## config.mk

```make
export PLATFORM = sky130hd
export DESIGN_NAME = seg7_scan_driver
export DESIGN_NICKNAME = d
export VERILOG_FILES = /design/src/rtl/seg7_scan_driver.sv
export SDC_FILE = /design/constraint.sdc
export NUM_CORES = 1
export LEC_CHECK = 0
export BUFFER_PORTS_ARGS = -buffer_cell sky130_fd_sc_hd__buf_2
export CORE_MARGIN = 8
export CORE_UTILIZATION = 60
export DETAILED_ROUTE_END_ITERATION = 10
export GPL_ROUTABILITY_DRIVEN = 0
export PLACE_DENSITY = 0.77
export SYNTH_ARGS = -nofsm -noshare
export SYNTH_HDL_FRONTEND = slang
export SYNTH_SLANG_ARGS = --single-unit
```

## constraint.sdc

```tcl
create_clock -name clk -period 4.5 [get_ports clk]
set_input_delay 0 -clock clk [delete_from_list [all_inputs] [get_ports clk]]
set_output_delay 0 -clock clk [all_outputs]
set_load 0.02 [all_outputs]
```

## src/rtl/seg7_scan_driver.sv

```systemverilog
// rtl/seg7_scan_driver.sv - multi-digit 7-segment scan driver with sequential binary-to-BCD
//
// Purpose:
//   Captures a binary value on a load strobe and converts it to BCD one bit per clock
//   (shift-add-3). The display register is updated only when the conversion has
//   finished. DIGITS common-anode displays are time-multiplexed, with optional
//   leading-zero blanking and a dash pattern when the value does not fit.
//
// Ports:
//   clk    in   1        system clock, rising edge
//   rst_n  in   1        asynchronous reset, active-low
//   load   in   1        capture value when busy=0 (single-cycle strobe)
//   value  in   DATA_W   unsigned binary value to display
//   busy   out  1        conversion in progress; load ignored while high
//   seg    out  7        segments gfedcba, active-low, registered
//   an     out  DIGITS   digit enables, active-low one-hot, an[0] = least-significant digit

module seg7_scan_driver #(
  parameter int DATA_W   = 8,
  parameter int DIGITS   = 3,
  parameter int CLK_DIV  = 50000,
  parameter int BLANK_LZ = 1
) (
  input  logic              clk,
  input  logic              rst_n,
  input  logic              load,
  input  logic [DATA_W-1:0] value,
  output logic              busy,
  output logic [6:0]        seg,
  output logic [DIGITS-1:0] an
);

  localparam int BCD_W = 4 * DIGITS;
  localparam int SCR_W = BCD_W + DATA_W;
  localparam int CNT_W = (DATA_W > 1) ? $clog2(DATA_W) : 1;
  localparam int PRE_W = $clog2(CLK_DIV);
  localparam int IDX_W = (DIGITS > 1) ? $clog2(DIGITS) : 1;

  // Largest value representable on DIGITS decimal digits.
  localparam logic [63:0] MAX_VAL = 64'(10 ** DIGITS) - 64'd1;

  localparam logic [6:0] SEG_BLANK = 7'b1111111;
  localparam logic [6:0] SEG_DASH  = 7'b0111111;

  typedef enum logic [1:0] {
    S_IDLE   = 2'd0,
    S_SHIFT  = 2'd1,
    S_COMMIT = 2'd2
  } state_t;

  state_t r_state;
  state_t w_state_next;

  // Conversion datapath
  logic [SCR_W-1:0] r_scratch;
  logic [CNT_W-1:0] r_cnt;
  logic             r_ovf_next;
  logic [BCD_W-1:0] r_disp;
  logic             r_ovf;

  // Scan datapath
  logic [PRE_W-1:0] r_presc;
  logic [IDX_W-1:0] r_idx;
  logic [6:0]       r_seg;
  logic [DIGITS-1:0] r_an;

  // Combinational helpers
  logic              w_accept;
  logic              w_last_shift;
  logic              w_commit;
  logic              w_value_ovf;
  logic [SCR_W-1:0]  w_scratch_adj;
  logic [SCR_W-1:0]  w_scratch_shift;
  logic [3:0]        w_nib;
  logic              w_higher_nz;
  logic [6:0]        w_seg_next;
  logic [DIGITS-1:0] w_an_next;

  function automatic logic [6:0] decode_digit(input logic [3:0] nib);
    logic [6:0] s;
    case (nib)
      4'd0:    s = 7'b1000000;
      4'd1:    s = 7'b1111001;
      4'd2:    s = 7'b0100100;
      4'd3:    s = 7'b0110000;
      4'd4:    s = 7'b0011001;
      4'd5:    s = 7'b0010010;
      4'd6:    s = 7'b0000010;
      4'd7:    s = 7'b1111000;
      4'd8:    s = 7'b0000000;
      4'd9:    s = 7'b0010000;
      default: s = SEG_BLANK;
    endcase
    return s;
  endfunction

  // --------------------------------------------------------------------------
  // Control FSM
  // --------------------------------------------------------------------------
  always_ff @(posedge clk or negedge rst_n) begin
    if (!rst_n) begin
      r_state <= S_IDLE;
    end else begin
      r_state <= w_state_next;
    end
  end

  always_comb begin
    w_state_next = r_state;
    w_accept     = 1'b0;
    w_last_shift = 1'b0;
    w_commit     = 1'b0;
    busy         = 1'b1;
    case (r_state)
      S_IDLE: begin
        busy = 1'b0;
        if (load) begin
          w_accept     = 1'b1;
          w_state_next = S_SHIFT;
        end
      end
      S_SHIFT: begin
        if (r_cnt == CNT_W'(DATA_W - 1)) begin
          w_last_shift = 1'b1;
          w_state_next = S_COMMIT;
        end
      end
      S_COMMIT: begin
        // busy stays high through this cycle; it drops at the commit edge.
        w_commit     = 1'b1;
        w_state_next = S_IDLE;
      end
      default: begin
        busy         = 1'b0;
        w_state_next = S_IDLE;
      end
    endcase
  end

  // --------------------------------------------------------------------------
  // Shift-add-3 conversion
  // --------------------------------------------------------------------------
  assign w_value_ovf = (64'(value) > MAX_VAL);

  always_comb begin
    w_scratch_adj = r_scratch;
    for (int i = 0; i < DIGITS; i++) begin
      if (r_scratch[DATA_W + 4*i +: 4] >= 4'd5) begin
        w_scratch_adj[DATA_W + 4*i +: 4] = r_scratch[DATA_W + 4*i +: 4] + 4'd3;
      end
    end
    w_scratch_shift = {w_scratch_adj[SCR_W-2:0], 1'b0};
  end

  always_ff @(posedge clk or negedge rst_n) begin
    if (!rst_n) begin
      r_scratch  <= '0;
      r_cnt      <= '0;
      r_ovf_next <= 1'b0;
      r_disp     <= '0;
      r_ovf      <= 1'b0;
    end else begin
      if (w_accept) begin
        r_scratch  <= {{BCD_W{1'b0}}, value};
        r_cnt      <= '0;
        r_ovf_next <= w_value_ovf;
      end else if (r_state == S_SHIFT) begin
        r_scratch <= w_scratch_shift;
        if (!w_last_shift) begin
          r_cnt <= r_cnt + 1'b1;
        end
      end
      // The visible register only ever receives a complete conversion result.
      if (w_commit) begin
        r_disp <= r_scratch[SCR_W-1 -: BCD_W];
        r_ovf  <= r_ovf_next;
      end
    end
  end

  // --------------------------------------------------------------------------
  // Scan timing
  // --------------------------------------------------------------------------
  always_ff @(posedge clk or negedge rst_n) begin
    if (!rst_n) begin
      r_presc <= '0;
      r_idx   <= '0;
    end else begin
      if (r_presc == PRE_W'(CLK_DIV - 1)) begin
        r_presc <= '0;
        if (r_idx == IDX_W'(DIGITS - 1)) begin
          r_idx <= '0;
        end else begin
          r_idx <= r_idx + 1'b1;
        end
      end else begin
        r_presc <= r_presc + 1'b1;
      end
    end
  end

  // --------------------------------------------------------------------------
  // Digit select, blanking and segment decode
  // --------------------------------------------------------------------------
  always_comb begin
    w_nib       = 4'd0;
    w_higher_nz = 1'b0;
    w_an_next   = '1;
    for (int i = 0; i < DIGITS; i++) begin
      if (int'(r_idx) == i) begin
        w_nib        = r_disp[4*i +: 4];
        w_an_next[i] = 1'b0;
      end
      // A digit is a leading zero when it and every more-significant digit are zero.
      if ((i >= int'(r_idx)) && (r_disp[4*i +: 4] != 4'd0)) begin
        w_higher_nz = 1'b1;
      end
    end

    if (r_ovf) begin
      w_seg_next = SEG_DASH;
    end else if ((BLANK_LZ != 0) && (r_idx != '0) && !w_higher_nz) begin
      w_seg_next = SEG_BLANK;
    end else begin
      w_seg_next = decode_digit(w_nib);
    end
  end

  always_ff @(posedge clk or negedge rst_n) begin
    if (!rst_n) begin
      r_seg <= SEG_BLANK;
      r_an  <= '1;
    end else begin
      r_seg <= w_seg_next;
      r_an  <= w_an_next;
    end
  end

  assign seg = r_seg;
  assign an  = r_an;

endmodule

```

==> metrics list, run 1 <==
* Element type at the critical path start: register
- The worst register-to-register path ends at r_state[1].
- Root Buffer: clkbuf_8
* Max rail drop VDD: 0.463 mV
* Total global routing track utilization: between 10% and 20%
* Reg-to-reg startpoint: r_state[1]
- Placed standard-cell area: roughly 3400 um^2
- Site Rows: 26
- The initial antenna violation count came to 0.
- Total global routing overflow: 0
* Final-report max-slew violation count: 0
- The worst setup path is captured at a register.
- Buf/Inv on CP: 2
* Number of inserted filler cells in the final layout: 404
- The critical path runs through a total of 7 cells.
- The number of clock buffers added by TritonCTS is 9.
- Unrepaired setup endpoints after global routing: false
- In this run the remaining antenna-violating nets after routing total 0.
- Top-Level Pins: 22
- Cells after synthesis: 302
- Worst hold-check path type: input port to register
- Data arrives at the worst endpoint at about 2500 ps.
- The mapped netlist covers 3230 um^2.
- Antenna diodes: 0
- DRC violation count after routing: 0
- Syn Nets: 333
- Worst Path Required: between 4000 and 5000 ps
- CP Class: register to register
- The count of endpoints failing hold in the final timing report came to 0.
- Power density normalized to cell area: between 500 and 600 nW/um^2
* Placed wire-length estimate: 3730 um
* Routed wire length: 5510 um
- Average footprint of a synthesized cell: about 11 um^2
- Global-route wire length before repair: roughly 9900 um
- After clock tree synthesis, the clock-pin slew on the worst setup and hold paths is around 60 ps.
- In this run the register-to-register setup slack is roughly 2200 ps.
- Maximum capacitance violations: 0
* Area taken by multi-input logic gates: around 1500 um^2
* Worst setup path start: r_state[1]
* Largest stage delay on the critical path: 900 ps
- From synthesis to final layout, the design area changed by 13.2%.
* Critical-path cell with the highest stage delay: ha_1
- Port buffering added 21 buffers.
* Number of levels in the clock H-tree: 3
* Post-synthesis cell type count: 42
- The library cell used most frequently in the layout, excluding fill and tap cells, is dfrtp_1.
- Highest metal layer used by the detailed router: met4
* DRC violation total after the first TritonRoute iteration: 66
* Lkg Pwr: 1.69 nW
- On the critical path the largest part of the delay comes from adder cells.
- The clock period could shrink to about 2300 ps.
- Final Setup Violations: 0
* Share of layout cells above drive strength 1: 18.0%
- Based on the critical path, the design can be clocked at up to ~430 MHz.
* Cell chain of the critical path: inv_1 > ha_1 > inv_1 > nor2_1 > a21oi_1 > nand2_1 > o21ai_0
- Share of the yosys chip area belonging to registers: 50.8%
* Routed length on met2: 2620 um
* Minimum hold slack: 82.8 ps
* Starting utilization of the core area: about 63%
* Die width: 89.3 um
- At the later pin of the worst-skew pair, clock insertion delay measures 340 ps.
- The library cells used most frequently in the layout, excluding fill and tap cells, are dfrtp_1, nand2_1, mux2i_1, o21ai_0, nor2_1.
- In the final design database the tool counted 365 nets.
* Total Negative Setup Slacks: 0 ps
- Clock skew on the completed layout was measured at roughly 10 ps.
- Detail-routed via count per cell: 5.31
- Summing over every cut layer, the via total after detailed routing is 2170.
- Endpoint of the worst setup timing path: r_state[1]
- Worst Reg-to-Reg Cells: 7
- The detailed router put a total of 2550 um of wire on met1.
* Number of detailed-route iterations in the first pass: 4
- The flow ran to the end, and the final reports show no timing, DRC or antenna violations.
- The die covers 7980 um^2.
- Final instance area: roughly 3700 um^2
* Sequential Area: 1640 um^2
- Measured against its own limit, the worst slew margin works out to 28.2%.
- TritonCTS clock tree: built
- In this run the vertical extent of the chip is between 80 and 90 um.
* Transition at the pin with the smallest max-transition slack: 1080 ps
- In this run the worst path has a maximum fanout of 24.
* Max Root-Sink Buffers: 2
* Final cycle utilization of the critical path: 51.1%
- Via count of the first global-routing pass: 2143
- Routed WL per cell: 13.5 um
- Detailed routing placed a total of 231 um of wire on met3.
* Number of synthesis warnings: 0
- Counting every sink on the clock net gives 65.
- Entering global routing, the biggest net connects 66 pins.
* Cell with the most instances on the worst path: inv_1
- The total area inside the core boundary comes to 5140 um^2.
- Counting flops and latches in the post-synthesis netlist gives 65.
Yosys cell counts:
cell | number | area [um^2]
mux2_2 | 12 | 135
or2_2 | 1 | 6.26
nand2_1 | 33 | 124
o21ai_2 | 1 | 8.76
a31oi_1 | 1 | 6.26
buf_1 | 2 | 7.51
nor4_1 | 4 | 25.0
xnor2_1 | 8 | 70.1
a211oi_1 | 2 | 15.0
o2bb2ai_1 | 1 | 8.76
nor2b_1 | 1 | 6.26
nor4_2 | 1 | 12.5
o211ai_1 | 1 | 7.51
buf_4 | 1 | 7.51
dfrtp_1 | 55 | 1380
or4bb_1 | 1 | 11.3
a21oi_1 | 15 | 75.1
o21ai_1 | 1 | 5.00
or4b_1 | 1 | 10.0
a32oi_1 | 1 | 8.76
nand2b_1 | 4 | 25.0
and3_1 | 3 | 18.8
inv_1 | 17 | 63.8
nor3b_2 | 1 | 12.5
nor3_1 | 2 | 10.0
nand3_1 | 9 | 45.0
nand4_1 | 1 | 6.26
dfstp_2 | 10 | 263
o2bb2ai_2 | 1 | 15.0
buf_2 | 1 | 5.00
a21o_1 | 2 | 15.0
o21a_1 | 2 | 15.0
mux2i_1 | 22 | 220
ha_1 | 20 | 250
or2b_1 | 1 | 7.51
and2b_1 | 1 | 7.51
xor2_1 | 10 | 87.6
nor2_1 | 22 | 82.6
and2_1 | 1 | 6.26
nand4bb_1 | 1 | 11.3
clkbuf_1 | 6 | 22.5
o21ai_0 | 22 | 110
flip-flops by register name, summed over array words and instances, names as in the netlist:
register   flops
an             3
r_cnt          3
r_disp        12
r_idx          2
r_presc       16
r_scratch     20
r_state        2
seg            7
metrics by stage:
step | total power, W | util (%) | cells | setup slack (ps)
floorplan | 0.00137 | - | 302 | 2770
global placement | 0.00151 | 65.8 | 384 | 2270
detailed placement | 0.00153 | 65.8 | 384 | 2200
CTS | 0.00200 | 71.1 | 409 | 2170
global route | 0.00215 | 71.1 | 409 | 1930
finish | 0.00198 | 71.1 | 409 | 2200
area by class of cell:
class	instances	share of cell area, %
Clock buffer	12	3.70
Clock inverter	4	1.20
Inverter	17	1.75
Multi-Input combinational cell	210	40.5
Sequential cell	65	44.9
Tap cell	70	2.40
Timing Repair Buffer	31	5.55
metal layers:
metal / global-route usage (%) / vias to the layer above
li1: - / 1095
met2: 24.6 / 38
met3: 4.32 / 13
met5: 0 / -
met1: 20.7 / 1024
met4: 8.61 / 0
worst min path at each step:
stage,startpoint,end,slack [ps],cells past startpoint
6_report,load,r_state[0],80,5
5_1_grt,load,r_state[0],90,5
4_1_cts,load,r_state[0],80,5
3_5_place_dp,rst_n,r_scratch[2],210,2
3_3_place_gp,value[3],r_scratch[3],200,3
2_1_floorplan,rst_n,r_cnt[0],-300,0
worst register-to-register path, delay by kind of cell, from the launching register on:
kind | cells | cell delay (ps)
buffers and inverters | 2 | 420
AOI/OAI and AO/OA | 2 | 170
adders and majority gates | 1 | 900
and+or+nand+nor | 2 | 310
DFF | 1 | 380
timing repair:
item,in CTS,in global routing
gates resized for setup,0,0
setup buffers,0,0
hold endpoints to repair,63,0
hold buffers,9,0
cell families after synthesis:
logic type	Yosys count	synth area share [%]
and+or+nand+nor	88	13.3
DFF	65	50.8
AOI/OAI and AO/OA	50	9.00
muxes	34	11.0
buffers and inverters	27	3.30
adders and majority gates	20	7.75
xor gates and xnor gates	18	4.89
report_power, final:
group / internal (W) / switching (W) / total [W] / leakage [nW]
registers: 0.000747 / 0.000104 / 0.000851 / 0.833
logic: 0.000288 / 0.000389 / 0.000677 / 0.766
clock network: 0.000253 / 0.000201 / 0.000454 / 0.0918
total: 0.00129 / 0.000694 / 0.00198 / 1.69
Power figures use the tool's default switching activity.
==> run 2: changes to the inputs <==
==> constraint.sdc (replaced) <==
create_clock -name clk -period 2.3 [get_ports clk]
set_input_delay 0 -clock clk [delete_from_list [all_inputs] [get_ports clk]]
set_output_delay 0 -clock clk [all_outputs]
set_load 0.02 [all_outputs]
==> run 2 against run 1 <==
Compared with the run above:
- register-to-register slack got worse by 1900 ps
- die area unchanged
- fmax grew 14%
- combinational power increased by 100%
- critical endpoint is now seg[4]
- flip-flop and latch count unchanged
- clock skew increased by 0.97 ps
- first-iteration DRC count shrank 6.1%
==> metrics list, run 2 (synthesis results as in run 1) <==
- 0 antenna diodes ended up in the layout.
- Transition at the pin with the smallest max-transition slack: about 630 ps
- The later pin in the worst-skew pair is clocked with a latency of 330 ps.
- Total global routing overflow: 0
- Measured along the y axis, the die boundary spans between 80 and 90 um.
- Root Buffer: clkbuf_8
- Via count of the first global-routing pass: 2170
- Sequential Area: 1640 um^2
* Worst Path Required: 2540 ps
- For the final database, setup skew stands at 11.0 ps.
- From synthesis to final layout, the design area changed by 14.8%.
- Final cycle utilization of the critical path: between 80% and 90%
- DRC violation total after the first TritonRoute iteration: 62
- Total Negative Setup Slacks: 0 ps
- The layout has between 300 and 400 filler cells.
- Area taken by multi-input logic gates: between 1000 and 1500 um^2
- The run finished with clean final reports.
* Pin count of the biggest net entering global routing: 66
- TritonCTS clock tree: built
- Share of power burned in registers: 43.0%
- The critical path is of the register to register type.
* Power spent charging and discharging nets: 0.00138 W
- Clock edge transition at the registers on the reported setup and hold paths: 60 ps
- Unrepaired setup endpoints after global routing: false
- Final Setup Violations: 0
- Global-route wire length before repair: 9960 um
- Number of levels in the clock H-tree: 3
* Power density normalized to cell area: 1050 nW/um^2
* Element type at the critical path start: register
- DRC violation count after routing: 0
- Site Rows: 26
- Measured along the x axis, the die boundary spans 89.3 um.
* Antenna-violating nets left: 0
* Max rail drop VDD: 0.609 mV
* Internal power contribution: approximately 0.0025 W
* Total number of vias: 2214
- Biggest registers after layout: r_scratch x20, r_presc x16, r_disp x12
- Final hold viol count: 0
- The tightest min-delay check is of the input port to register type.
* Most frequent cells in the layout: dfrtp_1, nand2_1, mux2i_1, o21ai_0, nor2_1
- The tool flagged a number of max-cap violations equal to 0.
* Final-report max-slew violation count: 0
- The first detailed-routing pass took 4 iterations.
- For this design the top-level I/O count stands at 22.
- Detail-routed via count per cell: 5.33
* Clock share of power: 21.7%
- Port buffering added 21 buffers.
* Peak clock frequency supported by timing: 494 MHz
- Combinational share of power: 35.3%
* Type of element capturing the critical path: register
* Net count reported at finish: 371
- Largest stage delay on the critical path: roughly 500 ps
- Register with the highest flop count: r_scratch
- Post-CTS setup-driven buffer insertion count: 0
- Net switching is 35.5% of the power.
* Lkg Pwr: between 1.5 and 2 nW
- Starting utilization of the core area: 62.8%
- CP Data Arrival Time: 2270 ps
- The die covers ~8000 um^2.
* Max Root-Sink Buffers: 2
* Total global routing track utilization: roughly 16%
- The slowest stage of the critical path is the dfrtp_1 cell.
- The wire-length estimate of the detail-placed layout is around 3800 um.
- Clock period minus worst slack: a little over 2000 ps
- The library cell used most frequently in the layout, excluding fill and tap cells, is dfrtp_1.
- Cell chain of the critical path: and2b_1 > nand2_1 > o21ai_0 > inv_1 > ha_1 > nand2_1 > o21ai_0 > a32oi_1
- In the final routed layout, each cell accounts on average for between 10 and 15 um.
- Minimum hold slack: 81.5 ps
- The clock net in this run drives a total of 65 sinks.
* Routed wire length: ~5600 um
- The post-route netlist has 19.4% of its cells at a drive strength greater than 1.
- Initial antenna violation count: 0
* Flip-flop count of the largest register, all copies and words added: 20
- TritonCTS created 9 clock buffers.
- Of all nets on the critical path, the largest fanout is 9.
* Headroom to the max-slew limit: 57.7%
- Core Box Area: 5140 um^2
==> run 2: path summary, 6_finish.rpt <==
kind / from / to / slack [ps] / cells past startpoint
hold / removal: load / r_state[0] / 80 / 5
min in group asynchronous: rst_n / r_scratch[2] / 200 / 3
hold reg to reg: r_presc[0] / r_presc[0] / 490 / 1
setup / recovery: r_idx[0] / seg[4] / 280 / 8
max in group asynchronous: rst_n / seg[5] / 1760 / 3
setup reg to reg: r_idx[0] / seg[4] / 280 / 8
==> run 2: layout make-up <==
class	count	area share, %
Clock buffer	15	4.49
Clock inverter	1	0.135
Multi-Input combinational cell	210	40.0
Tap cell	70	2.36
Timing Repair Buffer	37	7.03
Sequential cell	65	44.3
Inverter	17	1.72
==> run 2: through the flow <==
| stage | cells | util, % | setup WS, ps | total power, W | instance area, um^2 |
|---|---|---|---|---|---|
| after global routing | 415 | 72.1 | 100 | 0.00419 | 3700 |
| after floorplan | 302 | - | 571 | 0.00269 | 3230 |
| after global placement | 390 | 67.0 | 468 | 0.00298 | 3440 |
| final | 415 | 72.1 | 276 | 0.00388 | 3700 |
| after detailed placement | 390 | 67.0 | 323 | 0.00305 | 3440 |
| after CTS | 415 | 72.1 | 297 | 0.00391 | 3700 |
==> run 2: layer usage <==
layer  GRT usage [%]  part of all wire [%]  vias to the layer above
met4            7.25                   1.6                        0
met5               0                     0                        -
li1                -                     -                     1113
met1            19.8                    47                     1066
met3            3.13                   3.1                        9
met2            26.5                    48                       26
==> run 2: power by group through the flow <==
| stage | combinational, W | sequential, W | clock [W] |
|---|---|---|---|
| after global routing | 0.00157 | 0.00171 | 0.000911 |
| after global placement | 0.00130 | 0.00168 | 0 |
| after floorplan | 0.00101 | 0.00168 | 0 |
| after detailed placement | 0.00136 | 0.00169 | 0 |
| final | 0.00137 | 0.00167 | 0.000844 |
| after CTS | 0.00138 | 0.00167 | 0.000864 |
==> run 2: what timing repair did <==
action	4_1_cts	5_1_grt
setup endpoints to repair	0	0
gates resized for setup	0	0
hold endpoints to repair	73	0
hold buffers	9	0
==> run 2: critical path, delay by kind of cell, from the launching register on <==
kind / cells / cell delay, ps
buf+inv: 1 / 200
flops: 1 / 500
simple gates: 3 / 500
fa+ha+maj: 1 / 240
compound gates: 3 / 510
